==> src/rtl/mem_pkg.sv <==
// rtl/mem_pkg.sv - shared size encodings and FSM state type for the memory access unit
package mem_pkg;

    localparam logic [1:0] SZ_BYTE = 2'b00;
    localparam logic [1:0] SZ_HALF = 2'b01;
    localparam logic [1:0] SZ_WORD = 2'b10;

    typedef enum logic [1:0] {
        IDLE   = 2'b00,
        ACCESS = 2'b01,
        WAIT   = 2'b10,
        RESP   = 2'b11
    } state_t;

endpackage

==> src/rtl/mem_access_unit_load_formatter.sv <==
// rtl/mem_access_unit_load_formatter.sv - load lane extraction and sign/zero extension
// Ports: word (RAM word), addr (byte offset), size, is_unsigned -> result (32-bit extended load)
module load_formatter
    import mem_pkg::*;
(
    input  logic [31:0] word,
    input  logic [1:0]  addr,
    input  logic [1:0]  size,
    input  logic        is_unsigned,
    output logic [31:0] result
);

    logic [7:0]  lane_b;
    logic [15:0] lane_h;

    always_comb begin
        lane_b = word[7:0];
        case (addr)
            2'b00:   lane_b = word[7:0];
            2'b01:   lane_b = word[15:8];
            2'b10:   lane_b = word[23:16];
            default: lane_b = word[31:24];
        endcase
        lane_h = addr[1] ? word[31:16] : word[15:0];
    end

    always_comb begin
        result = 32'h0;
        case (size)
            SZ_BYTE: result = {{24{~is_unsigned & lane_b[7]}}, lane_b};
            SZ_HALF: result = {{16{~is_unsigned & lane_h[15]}}, lane_h};
            SZ_WORD: result = word;
            default: result = 32'h0;
        endcase
    end

endmodule

==> src/rtl/mem_access_unit.sv <==
// rtl/mem_access_unit.sv - CPU load/store unit driving a fixed-latency data RAM
// Ports: req_* (CPU request, ready only in IDLE), resp_* (one-cycle completion pulse),
//        ram_* (data RAM enable, byte write enables, word address, replicated write data, read data)
module mem_access_unit
    import mem_pkg::*;
#(
    parameter int READ_LAT = 1
)
(
    input  logic        clk,
    input  logic        rst,
    input  logic        req_valid,
    output logic        req_ready,
    input  logic        req_we,
    input  logic [1:0]  req_size,
    input  logic        req_unsigned,
    input  logic [31:0] req_addr,
    input  logic [31:0] req_wdata,
    output logic        resp_valid,
    output logic [31:0] resp_rdata,
    output logic        resp_err,
    output logic        ram_en,
    output logic [3:0]  ram_we,
    output logic [31:0] ram_addr,
    output logic [31:0] ram_wdata,
    input  logic [31:0] ram_rdata
);

    // WAIT counts down from READ_LAT-1 so it lasts exactly READ_LAT cycles
    localparam logic [1:0] CNT_INIT = 2'(READ_LAT - 1);

    state_t      state;
    state_t      state_nx;
    logic [1:0]  cnt;
    logic        r_we;
    logic        r_unsigned;
    logic [1:0]  r_size;
    logic [31:0] r_addr;
    logic [31:0] r_wdata;
    logic        legal;
    logic [3:0]  lane_we;
    logic [31:0] load_data;

    always_comb begin
        legal = 1'b0;
        case (req_size)
            SZ_BYTE: legal = 1'b1;
            SZ_HALF: legal = ~req_addr[0];
            SZ_WORD: legal = (req_addr[1:0] == 2'b00);
            default: legal = 1'b0;
        endcase
    end

    always_comb begin
        lane_we   = 4'b0000;
        ram_wdata = r_wdata;
        case (r_size)
            SZ_BYTE: begin
                lane_we   = 4'b0001 << r_addr[1:0];
                ram_wdata = {4{r_wdata[7:0]}};
            end
            SZ_HALF: begin
                lane_we   = r_addr[1] ? 4'b1100 : 4'b0011;
                ram_wdata = {2{r_wdata[15:0]}};
            end
            SZ_WORD: begin
                lane_we   = 4'b1111;
                ram_wdata = r_wdata;
            end
            default: begin
                lane_we   = 4'b0000;
                ram_wdata = r_wdata;
            end
        endcase
    end

    assign ram_addr   = {r_addr[31:2], 2'b00};
    assign resp_valid = (state == RESP);

    always_comb begin
        state_nx  = state;
        req_ready = 1'b0;
        ram_en    = 1'b0;
        ram_we    = 4'b0000;
        case (state)
            IDLE: begin
                req_ready = 1'b1;
                if (req_valid) begin
                    state_nx = legal ? ACCESS : RESP;
                end
            end
            ACCESS: begin
                ram_en = 1'b1;
                if (r_we) begin
                    ram_we   = lane_we;
                    state_nx = RESP;
                end else begin
                    state_nx = WAIT;
                end
            end
            WAIT: begin
                if (cnt == 2'd0) begin
                    state_nx = RESP;
                end
            end
            default: begin
                state_nx = IDLE;
            end
        endcase
    end

    load_formatter u_load_formatter (
        .word        (ram_rdata),
        .addr        (r_addr[1:0]),
        .size        (r_size),
        .is_unsigned (r_unsigned),
        .result      (load_data)
    );

    always_ff @(posedge clk) begin
        if (rst) begin
            state      <= IDLE;
            cnt        <= 2'd0;
            r_we       <= 1'b0;
            r_unsigned <= 1'b0;
            r_size     <= 2'b00;
            r_addr     <= 32'h0;
            r_wdata    <= 32'h0;
            resp_err   <= 1'b0;
            resp_rdata <= 32'h0;
        end else begin
            state <= state_nx;
            case (state)
                IDLE: begin
                    if (req_valid) begin
                        r_we       <= req_we;
                        r_unsigned <= req_unsigned;
                        r_size     <= req_size;
                        r_addr     <= req_addr;
                        r_wdata    <= req_wdata;
                        resp_err   <= ~legal;
                        resp_rdata <= 32'h0;
                    end
                end
                ACCESS: begin
                    cnt <= CNT_INIT;
                end
                WAIT: begin
                    if (cnt == 2'd0) begin
                        resp_rdata <= load_data;
                    end else begin
                        cnt <= cnt - 2'd1;
                    end
                end
                default: begin
                    // Leaving RESP: drop response fields so they only carry data alongside resp_valid
                    resp_err   <= 1'b0;
                    resp_rdata <= 32'h0;
                end
            endcase
        end
    end

endmodule

==> config.mk <==
export PLATFORM = sky130hd
export DESIGN_NAME = mem_access_unit
export DESIGN_NICKNAME = d
export VERILOG_FILES = /design/src/rtl/mem_pkg.sv /design/src/rtl/mem_access_unit_load_formatter.sv /design/src/rtl/mem_access_unit.sv
export SDC_FILE = /design/constraint.sdc
export NUM_CORES = 1
export LEC_CHECK = 0
export CAP_MARGIN = 20
export CORE_ASPECT_RATIO = 2
export CORE_MARGIN = 2
export CORE_UTILIZATION = 46
export CTS_CLUSTER_DIAMETER = 120
export DETAILED_ROUTE_END_ITERATION = 8
export PLACE_DENSITY = 0.89
export SLEW_MARGIN = 25
export SYNTH_ARGS = -nofsm -noshare
export SYNTH_HDL_FRONTEND = slang
export SYNTH_SLANG_ARGS = --single-unit
==> constraint.sdc <==
create_clock -name clk -period 5.3 [get_ports clk]
set_clock_uncertainty 0.15 [all_clocks]
set_input_delay 1.06 -clock clk [delete_from_list [all_inputs] [get_ports clk]]
set_output_delay 1.06 -clock clk [all_outputs]
set_load 0.01 [all_outputs]
# Yosys cells after proc, flatten, opt, wreduce, memory -nomap -nowiden
# Cells that the tools add are included.
# Widths: inputs -> output; s select.
word_totals:
  reg_bits: 105
  out_inout_bits: 104
  wordCells: 66
op_classes:
  bitwise_logic: 7
  mux: 23
  shifts: 1
  add_sub_neg: 1
  n_reduce_logical: 13
  eq_ne: 12
op_table:
  columns: ["operator", "n"]
  rows:
  - ["$pmux 32 s3", 2]
  - ["$mux 32", 2]
  - ["$pmux 32 s2", 1]
  - ["$pmux 8 s3", 1]
  - ["$mux 16", 1]
  - ["$logic_not 2->1", 6]
  - ["$mux 4", 3]
  - ["$pmux 4 s3", 1]
  - ["$eq 2x2->1 const B", 5]
  - ["$eq 2x1->1 const B", 4]
  - ["$mux 2", 4]
  - ["$reduce_and 2->1", 4]
  - ["$ne 2x2->1 const B", 3]
  - ["$pmux 2 s3", 1]
  - ["$not 1->1", 5]
  - ["$mux 1", 4]
  - ["$pmux 2 s2", 1]
  - ["$shl 1x2->4 const A", 1]
  - ["$pmux 1 s3", 1]
  - ["$reduce_and 3->1", 1]
  - ["$and 1x1->1", 2]
  - ["$pmux 1 s2", 1]
  - ["$reduce_bool 2->1", 1]
  - ["$reduce_or 2->1", 1]
  - ["$sub 2x1->2 const B", 1]

# Depth between registers and ports, before layout
# Gate-level depths: netlist of the first run.
logic_depth:
  depth_word: 6
  depth_mapped: 8
  ltp_nobuf: 6

# Modules after synthesis
# Synthesis of the first run repeated with hierarchy kept, for this count alone.
hier_totals:
  hier_cells: 718
  hier_area_um2: 5675.4
by_module_without_submodules:
  columns: ["module", "area_per_inst_um2", "cells_each", "n_inst"]
  rows:
  - ["mem_access_unit", 4954.8, 624, 1]
  - ["load_formatter", 720.7, 94, 1]

# Worst setup path before layout of the first run
# Ideal clock, no wire load.
synth_path:
  path_type: "register to output"
  start: "register r_size[1]"
  end: "output port ram_we[1]"
  t_arrival_ns: 1.267
  stages_incl_launch_ff: 6
  setup_slack_ns: 2.823
  path_cell_list: "dfxtp_1 buf_2 buf_2 buf_2 nor2_1 nor2_1"
synth_via:
  elab_chain_len: 4
synth_lines:
  columns: ["item", "line", "text"]
  rows:
  - ["from (decl)", "mem_access_unit.sv:37", "logic [1:0] r_size;"]
  - ["from (signal assigned)", "mem_access_unit.sv:138", "r_size <= req_size;"]
  - ["$eq 2x2->1 (tied with other cells)", "mem_access_unit.sv:57", "case (r_size)"]
  - ["$pmux 4 s3 (*)", "mem_access_unit.sv:57", null]
  - ["$mux 4 (*)", "mem_access_unit.sv:94", "if (r_we) begin"]
  - ["$mux 4 (*)", "mem_access_unit.sv:85", "case (state)"]
  - ["to (decl)", "mem_access_unit.sv:23", "output logic [3:0] ram_we,"]
# Every way passes the cells marked *; elsewhere a longest branch is shown, timed or not.

# Final worst setup path of the first run
layout_path:
  start: "register r_size[0]"
  end: "output port ram_wdata[12]"
layout_via:
  elab_chain_len: 2
layout_lines:
  columns: ["item", "line", "text"]
  rows:
  - ["$eq 2x1->1 or $logic_not 2->1 (tied branches)", "mem_access_unit.sv:57", null]
  - ["$pmux 32 s2 (*)", "mem_access_unit.sv:57", null]
  - ["to (decl)", "mem_access_unit.sv:25", "output logic [31:0] ram_wdata,"]
# Marked as above.

==> results of run 1 <==
## through the flow
stage / area, µm² / cells / power [W]
6_report: 6960 / 855 / 0.00275
5_1_grt: 6960 / 855 / 0.00289
4_1_cts: 6960 / 855 / 0.00276
3_3_place_gp: 6650 / 839 / 0.00205
3_5_place_dp: 6650 / 839 / 0.00209
2_1_floorplan: 4890 / 575 / 0.00167
## power by group through the flow
stage / Sequential [W] / Clock, W / Combinational, W
floorplan: 0.00104 / 0 / 0.000629
global placement: 0.00106 / 0 / 0.000989
detailed placement: 0.00107 / 0 / 0.00102
CTS: 0.00105 / 0.000683 / 0.00103
global route: 0.00107 / 0.000716 / 0.00111
finish: 0.00105 / 0.000675 / 0.00102
## metal layers
metal  share of wire [%]  wire length (µm)  up-vias
met5                   0                 0        -
met4                 5.9               875        0
met3                 7.6              1130       59
met2                  52              7810      260
met1                  34              5070     2130
li1                    -                 -     2196
## worst max-delay path: stages, from the launching register on
cell	delay [ns]
dfxtp_1	0.60
nor2_2	0.59
mux2_2	0.41
clkdlybuf4s50_1	0.48
## sequential cells by signal (all words and copies together) (netlist names)
| name | cells |
|---|---|
| r_addr | 32 |
| r_wdata | 32 |
| resp_rdata | 32 |
| cnt | 2 |
| r_size | 2 |
| state | 2 |
| r_unsigned | 1 |
| r_we | 1 |
| resp_err | 1 |
## cells in the final DEF, fill, tap and decap left out, types with 2 or more instances in the layout
cell type        instances
a21o_1                   8
nand2_4                  2
clkinvlp_4               3
a221o_1                 16
conb_1                   2
nand2b_1                 4
nand3_1                  2
mux2i_1                 18
nor2_2                   2
nor2b_1                  3
dfxtp_1                105
nand2_1                148
a21oi_1                 73
o22ai_1                  8
a22oi_1                 16
inv_1                    8
nor2_1                  18
buf_4                    2
clkdlybuf4s50_1        203
a211o_1                  8
clkbuf_16                9
o21ai_0                 12
ha_1                     5
mux2_2                  25
## final timing paths
check / start / to / depth (start not counted)
worst min-delay path: r_addr[6]$_SDFFE_PP0P_ / r_addr[6]$_SDFFE_PP0P_ / 2
worst max-delay path: r_size[0]$_SDFFE_PP0P_ / ram_wdata[12] / 3
worst min register to register: r_addr[6]$_SDFFE_PP0P_ / r_addr[6]$_SDFFE_PP0P_ / 2
worst max register to register: r_addr[1]$_SDFFE_PP0P_ / resp_rdata[16]$_SDFFE_PP0P_ / 4
## kinds of logic (layout without fill, tap and decap cells)
group,Yosys count,after routing
buffers and inverters,87,230
AND/OR/NAND/NOR,187,187
other,1,2
multiplexers,44,44
flip-flops,105,105
adder cells (fa/ha/maj),5,5
AO/OA/AOI/OAI,145,145
## area by class of cell
cell class / count / area [µm²] / area share [%]
clock inverter: 7 / 77.6 / 1.11
tap: 137 / 171 / 2.46
inverter: 8 / 30.0 / 0.432
multi-input combinational: 383 / 2300 / 33.1
timing repair buffer: 206 / 2050 / 29.5
sequential: 105 / 2100 / 30.2
clock buffer: 9 / 225 / 3.24
==> reports/results.ini, run 1 <==
[sta]
hold_viol = 0
setup_viol = 0
final.setup.tns_ns = 0
min_period_ns = 3.62
setup_ws_ns = 1.68
worstMarginPinSlew_ns = 0.950
post-route-period-util_pct = 68.4
drv_slew = 0
fmax_mhz = 276
rsz0062_at_grt = false
whs_ns = 0.304
slew_headroom_pct = 36.6

[placed_design]
gp_congestion = 1.01
post-dp-hpwl_um = 11100
pre_cts_ws_ns = 1.92
port_buffers = 204

[die]
die_w_um = 76.9
row_count = 53
die_h_um = 150
design.core.area_mm2 = 0.0104
dieArea_mm2 = 0.0115
boundaryPins = 207
initial_core_util_pct = 47.0

[yosys]
synth_top_area_cell = dfxtp_1
yosysSeqAreaShare_pct = 43.0
synth_top_area_share_pct = 43.0
yosysWarnings = 0
synthTopCellsByCount = nand2_1, dfxtp_1, a21oi_1
async_flop_share_pct = 0
synth-simple-area-share_pct = 16.8
synth_seq_cells = 105
synth-xor-area-share_pct = 0
synth_area_leaders = dfxtp_1, nand2_1, a21oi_1
synth_edf_count = 0
yosysMostFrequentCell = nand2_1
synth.cell_area_mm2 = 0.00489
synthDistinctLibCells = 38
synth_fa_ha_area_share_pct = 1.28
synthMuxAreaShare_pct = 9.72
synth_compound_area_share_pct = 18.8
synth_top_family_by_area = compound AO/OA/AOI/OAI gates
synth-main-ff-cell = dfxtp_1
syn_avg_cell_area_um2 = 8.52
syn_inst = 574

[clock_network]
cts_sinks = 105
path_clk_slew_ns = 0.07
cts_tree = built
postCtsSetupBuffers = 0
htreeDepth = 3
cts_buffer_depth = 2
cts_hold_buf = 0
cts_resized = 0
cts-buffers-inserted = 9
cts-root-buf = clkbuf_16
clkLatencyLatePin_ns = 0.34

[setup_path]
reg2reg_slack_ns = 2.75
end_kind = primary output
worstSetupStartpointType = flop
required_ns = 4.09
crit_fanout = 17
cp.arrival_ns = 2.41
crit_type = flop to primary output

[power_and_ir_drop]
power_density_mw_per_mm2 = 395
pwr-share-seq_pct = 38.3
irDropWorstVdd_mv = 0.253
switchingPower_w = 0.000932
p_sw_share_pct = 33.9
internal_power_w = 0.00182
combPwrFrac_pct = 37.2
power.share.clock_pct = 24.5
p_leak_nw = 2.66

[grt]
grt_pass1_vias = 4676
grt_use_total_pct = 25.4
grt_use_met2_pct = 46.2
grt_pass1_wl_um = 23300
use_met1_pct = 25.4
met3_usage_pct = 5.85
grt_max_degree = 69
antenna_found_initial = 0
busiest_layer = met2
overflow = 0

[final_layout]
area_delta_synth_final_pct = 42.3
num_antenna_cells = 0
drive_gt1_share_pct = 7.94
nFillCells = 849
final_util_pct = 66.8
nets = 821

[status]
status = complete, no violations

[routing]
antenna_left = 0
drtPass1Iterations = 5
via_per_inst = 5.43
drtIter0Drc = 213
wl_um = 14900
wl_per_cell_um = 17.4
drc = 0
dr_total_vias = 4645

[hold_path]
holdCritPathClass = flop to flop

[job]
drv_cap = 0

Power figures use the tool's default switching activity.
==> run 2, diff against run 1 <==
--- a/config.mk
+++ b/config.mk
@@ -8,10 +8,10 @@
 export CAP_MARGIN = 20
 export CORE_ASPECT_RATIO = 2
 export CORE_MARGIN = 2
-export CORE_UTILIZATION = 46
+export CORE_UTILIZATION = 43
 export CTS_CLUSTER_DIAMETER = 120
 export DETAILED_ROUTE_END_ITERATION = 8
-export PLACE_DENSITY = 0.89
+export PLACE_DENSITY = 0.84
 export SLEW_MARGIN = 25
 export SYNTH_ARGS = -nofsm -noshare
 export SYNTH_HDL_FRONTEND = slang
==> constraint.sdc (replaced) <==
create_clock -name clk -period 3.6 [get_ports clk]
set_clock_uncertainty 0.15 [all_clocks]
set_input_delay 0.72 -clock clk [delete_from_list [all_inputs] [get_ports clk]]
set_output_delay 0.72 -clock clk [all_outputs]
set_load 0.01 [all_outputs]
==> run 2 against run 1 <==
Die area grew 6.7%. Final cell count grew 1.4%. Worst setup slack lost 1.2 ns. Clock power grew 42%. Worst hold slack gained 0.00070 ns. First-iteration DRC count grew 18%. Critical endpoint is now ram_wdata[19].
==> reports/results.ini, run 2 (synthesis gave the netlist of run 1 again) <==
[status]
status = complete, no violations

[die]
die_w_um = 79.4  ; +3.3%
design.core.area_mm2 = 0.0112  ; +7.7%
boundaryPins = 207  ; unchanged
dieArea_mm2 = 0.0123  ; +6.7%
die_h_um = 155  ; +3.3%
initial_core_util_pct = 43.6  ; -3.4 points
row_count = 55  ; +3.8%

[placed_design]
post-dp-hpwl_um = 11300  ; +1.4%
pre_cts_ws_ns = 0.680  ; -1.24 ns
gp_congestion = 0.856  ; -15%
placed_area_mm2 = 0.00670  ; +0.68%
port_buffers = 204  ; unchanged

[clock_network]
postCtsSetupBuffers = 0  ; unchanged
cts-root-buf = clkbuf_16
cts_hold_buf = 0  ; unchanged
htreeDepth = 3  ; unchanged
clkLatencyLatePin_ns = 0.34  ; about the same
cts-buffers-inserted = 9  ; unchanged
cts_buffer_depth = 2  ; unchanged
cts_sinks = 105  ; unchanged
cts_resized = 0  ; unchanged
cts_tree = built
path_clk_slew_ns = 0.07  ; about the same

[sta]
drv_slew = 0  ; unchanged
setup_ws_ns = 0.457  ; -1.22 ns
slew_headroom_pct = 41.6  ; +5.0 points
final.setup.tns_ns = 0  ; unchanged
hold_viol = 0  ; unchanged
fmax_mhz = 318
post-route-period-util_pct = 87.3
worstMarginPinSlew_ns = 0.869  ; -0.0808 ns
min_period_ns = 3.14
setup_viol = 0  ; unchanged
rsz0062_at_grt = false

[grt]
antenna_found_initial = 1  ; +1
grt_pass1_vias = 4853  ; +3.8%
grt_use_total_pct = 24.2  ; -1.2 points
overflow = 0  ; unchanged
grt_max_degree = 45  ; -35%
grt_pass1_wl_um = 23500  ; +0.62%

[setup_path]
crit_path_top_delay_cell = dfxtp_1
worstSetupStartpointType = flop
r2r-start = state[1]$_SDFFE_PP0P_
crit_family = buffers and inverters
slowest_delay_ns = 0.65  ; +0.05 ns
cp.arrival_ns = 2.27  ; -0.14 ns
crit_chain = buf_4, mux2_2, clkdlybuf4s50_1
crit_fanout = 27  ; +10
end_kind = primary output
crit_type = flop to primary output
cp-startpoint = r_size[1]$_SDFFE_PP0P_
required_ns = 2.73  ; -1.36 ns
critPathBufInv = 2  ; +1

[job]
drv_cap = 0  ; unchanged

[power_and_ir_drop]
irDropWorstVdd_mv = 0.302  ; +19%
p_total_w = 0.00404  ; +47%
power_density_mw_per_mm2 = 578  ; +46%
p_leak_nw = 2.68  ; +0.98%

[final_layout]
nets = 827  ; +0.73%
regArea_mm2 = 0.00210  ; unchanged
area_delta_synth_final_pct = 43.0
fin_area_mm2 = 0.00699  ; +0.49%
top_regs = r_addr x32, r_wdata x32, resp_rdata x32
nFillCells = 928  ; +9.3%
drive_gt1_share_pct = 8.70  ; +0.76 points
final_common_cell = clkdlybuf4s50_1
multi_input_area_mm2 = 0.00229  ; -0.27%
final_cell_mix = clkdlybuf4s50_1, nand2_1, dfxtp_1, a21oi_1, mux2_2
final_util_pct = 62.3  ; -4.5 points

[routing]
drc = 0  ; unchanged
dr_total_vias = 4668  ; +0.50%
drtPass1Iterations = 4  ; -1
wl_per_cell_um = 17.0  ; -2.3%
via_per_inst = 5.38  ; -0.90%
wl_um = 14800  ; -0.93%
antenna_left = 0  ; unchanged
drtIter0Drc = 252  ; +18%

[hold_path]
holdCritPathClass = flop to flop
min-delay-start = r_addr[8]$_SDFFE_PP0P_

-- run 2: worst reg2reg max path, stage by stage (launching register included) --
cell	delay (ns)
dfxtp_1	0.39
inv_1	0.09
ha_1	0.28
and4bb_4	0.39
nand2_4	0.12
nor4_4	0.68
a221o_1	0.22
-- run 2: layer usage --
layer  global-route usage, %  vias up  part of all wire, %
met5                       0        -                    0
met4                    14.2        0                  5.4
met3                    4.08       47                  5.1
met2                    46.5      195                   56
met1                    23.2     2217                   34
li1                        -     2209                    -
-- run 2: power breakdown --
part	leakage, nW	internal [W]	switching, W	total (W)
sequential	0.857	0.00137	0.000162	0.00153
combinational	1.68	0.000776	0.000770	0.00155
clock	0.141	0.000499	0.000460	0.000959
-- run 2: cell type report --
class                           instances  share of cell area [%]
Timing Repair Buffer                  212                    30.0
Tap cell                              142                    2.54
Inverter                                8                   0.429
Multi-Input combinational cell        383                    32.8
Antenna cell                            1                  0.0358
Sequential cell                       105                    30.1
Clock inverter                          6                   0.716
Clock buffer                           10                    3.42
-- run 2: per-stage QoR --
step           hold slack (ns)  cells
6_report                 0.304    867
5_1_grt                  0.332    867
4_1_cts                  0.307    866
3_5_place_dp             0.293    850
3_3_place_gp             0.288    850
2_1_floorplan            0.283    575
-- run 2: worst paths after layout --
check / endpoint / slack [ns] / cells past startpoint
worst max-delay path: ram_wdata[19] / 0.46 / 3
worst min-delay path: r_addr[8]$_SDFFE_PP0P_ / 0.30 / 2
worst max register to register: resp_rdata[22]$_SDFFE_PP0P_ / 1.22 / 6
worst min register to register: r_addr[8]$_SDFFE_PP0P_ / 0.30 / 2
==> run 3, diff against run 2 <==
--- a/config.mk
+++ b/config.mk
@@ -5,13 +5,15 @@
 export SDC_FILE = /design/constraint.sdc
 export NUM_CORES = 1
 export LEC_CHECK = 0
+export ABC_AREA = 1
 export CAP_MARGIN = 20
 export CORE_ASPECT_RATIO = 2
 export CORE_MARGIN = 2
-export CORE_UTILIZATION = 43
+export CORE_UTILIZATION = 45
 export CTS_CLUSTER_DIAMETER = 120
 export DETAILED_ROUTE_END_ITERATION = 8
-export PLACE_DENSITY = 0.84
+export PLACE_DENSITY = 0.85
+export SKIP_LAST_GASP = 1
 export SLEW_MARGIN = 25
 export SYNTH_ARGS = -nofsm -noshare
 export SYNTH_HDL_FRONTEND = slang
==> run 3 against run 2 <==
Final cell count up 30%. Worst hold slack worse by 0.020 ns. Clock-buffer cell count unchanged. Critical endpoint is now ram_we[3]. Largest power group unchanged.
==> reports/results.ini, run 3 <==
[routing]
via_per_inst = 5.06  ; -5.9%
wl_met3_um = 1120  ; +49%
wl_um = 16600  ; +12%
wl_per_cell_um = 14.7  ; -13%
drtPass1Iterations = 5  ; +1
wl_met1_um = 5700  ; +14%
route.met2.wl_um = 8630  ; +5.0%
drc = 0  ; unchanged
drtIter0Drc = 212  ; -16%
antenna_left = 0  ; unchanged
top_layer = met4
dr_total_vias = 5697  ; +22%

[sta]
post-route-period-util_pct = 87.4  ; about the same
hold_viol = 0  ; unchanged
rsz0062_at_grt = false
min_period_ns = 3.15  ; +0.00209 ns
setup_viol = 0  ; unchanged
drv_slew = 0  ; unchanged
fmax_mhz = 318  ; about the same
worstMarginPinSlew_ns = 0.947  ; +0.0779 ns
final.setup.tns_ns = 0  ; unchanged
slew_headroom_pct = 36.8  ; -4.8 points

[final_layout]
drive_gt1_share_pct = 5.32  ; -3.4 points
regArea_mm2 = 0.00210  ; unchanged
nFillCells = 1068  ; +15%
final_util_pct = 64.1  ; +1.8 points
multi_input_area_mm2 = 0.00256  ; +12%
nets = 1081  ; +31%
final_cell_mix = nand2_1, clkdlybuf4s50_1, nor2_1, o21ai_0, dfxtp_1
top_regs = r_addr x32, r_wdata x32, resp_rdata x32
final_common_cell = nand2_1
area_delta_synth_final_pct = 38.5

[yosys]
synth-xor-area-share_pct = 0  ; unchanged
synth_top_area_share_pct = 38.8  ; -4.2 points
synthTopCellsByCount = nand2_1, nor2_1, o21ai_0
synth_area_leaders = dfxtp_1, nand2_1, nor2_1
synth_seq_cells = 105  ; unchanged
syn_avg_cell_area_um2 = 6.48  ; -24%
synth_top_family_by_area = simple AND/OR/NAND/NOR gates
synth-main-ff-cell = dfxtp_1
yosysWarnings = 0  ; unchanged
synth_top_area_cell = dfxtp_1
synth-simple-area-share_pct = 28.2  ; +11 points
yosysSeqAreaShare_pct = 38.8  ; -4.2 points
async_flop_share_pct = 0  ; unchanged
synth_fa_ha_area_share_pct = 1.16  ; -0.12 points
synth_edf_count = 0  ; unchanged
synth_compound_area_share_pct = 17.8  ; -0.99 points
synth.cell_area_mm2 = 0.00542  ; +11%
synthDistinctLibCells = 25  ; -34%
synthMuxAreaShare_pct = 0  ; -9.7 points
yosysMostFrequentCell = nand2_1
syn_inst = 836  ; +46%

[power_and_ir_drop]
combPwrFrac_pct = 47.6  ; +9.3 points
power.share.clock_pct = 20.0  ; -3.7 points
pwr-share-seq_pct = 32.3  ; -5.7 points
p_leak_nw = 3.13  ; +17%
p_sw_share_pct = 39.3  ; +4.8 points
switchingPower_w = 0.00198  ; +42%
internal_power_w = 0.00306  ; +16%
irDropWorstVdd_mv = 0.408  ; +35%
power_density_mw_per_mm2 = 671  ; +16%

[clock_network]
cts_buffer_depth = 2  ; unchanged
cts-buffers-inserted = 9  ; unchanged
cts_tree = built
cts_resized = 0  ; unchanged
path_clk_slew_ns = 0.07  ; about the same
cts_hold_buf = 0  ; unchanged
postCtsSetupBuffers = 0  ; unchanged
cts_sinks = 105  ; unchanged
htreeDepth = 3  ; unchanged
clkLatencyLatePin_ns = 0.34  ; about the same
cts-root-buf = clkbuf_16

[die]
design.core.area_mm2 = 0.0117  ; +4.3%
row_count = 56  ; +1.8%
die_h_um = 159  ; +2.8%
boundaryPins = 207  ; unchanged
initial_core_util_pct = 46.3  ; +2.7 points
die_w_um = 81.6  ; +2.7%
dieArea_mm2 = 0.0130  ; +5.6%

[status]
status = complete, no violations

[hold_path]
holdCritPathClass = flop to flop
min-delay-start = cnt[0]$_SDFFE_PP0P_
hold_depth = 1  ; -1
holdPathEnd = cnt[0]$_SDFFE_PP0P_

[setup_path]
reg2reg_slack_ns = 1.56  ; +0.34 ns
ff2ff_path_depth = 6  ; unchanged
crit_fanout = 19  ; -30%
cp.arrival_ns = 2.28  ; about the same
end_kind = primary output
crit_type = flop to primary output
worstSetupStartpointType = flop
r2r-start = state[0]$_SDFFE_PP0P_
required_ns = 2.73  ; about the same
r2r_end = r_we$_SDFFE_PP0P_

[grt]
grt_use_total_pct = 25.4  ; +1.2 points
grt_max_degree = 83  ; +84%
antenna_found_initial = 2  ; +1
grt_pass1_wl_um = 25600  ; +9.3%
overflow = 0  ; unchanged
grt_pass1_vias = 5308  ; +9.4%

[placed_design]
post-dp-hpwl_um = 12200  ; +8.5%
port_buffers = 204  ; unchanged
gp_congestion = 0.913  ; +6.7%

[job]
drv_cap = 0  ; unchanged

==> run 3: cell types whose count changed after synthesis, moves of 9 or more <==
cell / change
inv_2: +16
a221o_1: -16
mux2_2: -25
mux2i_1: -18
o21ai_0: +94
clkbuf_1: +12
nor2_1: +125
nand2_1: +73
o211ai_1: +9
inv_1: +38
a22oi_1: -15
==> run 3: power groups by stage <==
stage / Sequential [W] / Combinational, W / Clock [W]
detailed placement: 0.00165 / 0.00240 / 0
global route: 0.00166 / 0.00266 / 0.00107
CTS: 0.00163 / 0.00241 / 0.00103
floorplan: 0.00162 / 0.00156 / 0
finish: 0.00163 / 0.00240 / 0.00101
global placement: 0.00164 / 0.00237 / 0
==> run 3: area by class of cell <==
class                   count  area share (%)
repair buffers            214            28.2
inverters                  62            3.10
clock buffers              10            3.05
flip-flops and latches    105            28.0
multi-input cells         581            34.2
clock inverters             6           0.967
well taps                 145            2.42
diodes                      2          0.0667
==> run 3: worst max-delay path, cell delays in order (launching register included) <==
cell and delay, ns:
dfxtp_1 0.30, buf_4 0.19, inv_2 0.17, nand2_1 0.16
o21ai_0 0.26, a31oi_1 0.07, nor3_1 0.21, clkdlybuf4s50_1 0.58
==> run 3: metrics by stage <==
step | setup slack (ns) | total power (W) | cells | area (µm²) | hold WS (ns)
3_3_place_gp | 0.883 | 0.00402 | 1107 | 7200 | 0.264
5_1_grt | 0.314 | 0.00540 | 1125 | 7500 | 0.295
6_report | 0.455 | 0.00503 | 1125 | 7500 | 0.284
2_1_floorplan | 1.49 | 0.00319 | 837 | 5420 | 0.257
4_1_cts | 0.482 | 0.00507 | 1123 | 7500 | 0.279
3_5_place_dp | 0.844 | 0.00405 | 1107 | 7200 | 0.269
==> run 3: metal layers <==
| metal | vias up | GRT usage [%] |
|---|---|---|
| li1 | 2866 | - |
| met1 | 2512 | 25.6 |
| met2 | 249 | 45.2 |
| met3 | 70 | 4.76 |
| met4 | 0 | 16.9 |
| met5 | - | 0 |
==> run 3: cells by family (layout without fill, tap and decap cells) <==
family | after synthesis | count (layout)
adders and majority gates | 5 | 5
buffers and inverters | 151 | 292
and+or+nand+nor | 387 | 387
other | 1 | 4
AOI/OAI and AO/OA | 187 | 187
DFF | 105 | 105
==> run 3: how the worst max path moves through the flow <==
stage                                 from        end  slack, ns  depth (start not counted)
floorplan           r_size[1]$_SDFFE_PP0P_  ram_we[3]       1.49                          7
global placement    r_size[1]$_SDFFE_PP0P_  ram_we[3]       0.88                          7
detailed placement  r_size[1]$_SDFFE_PP0P_  ram_we[1]       0.84                          7
CTS                 r_size[1]$_SDFFE_PP0P_  ram_we[1]       0.48                          7
global route        r_size[1]$_SDFFE_PP0P_  ram_we[3]       0.31                          7
finish              r_size[1]$_SDFFE_PP0P_  ram_we[3]       0.45                          7
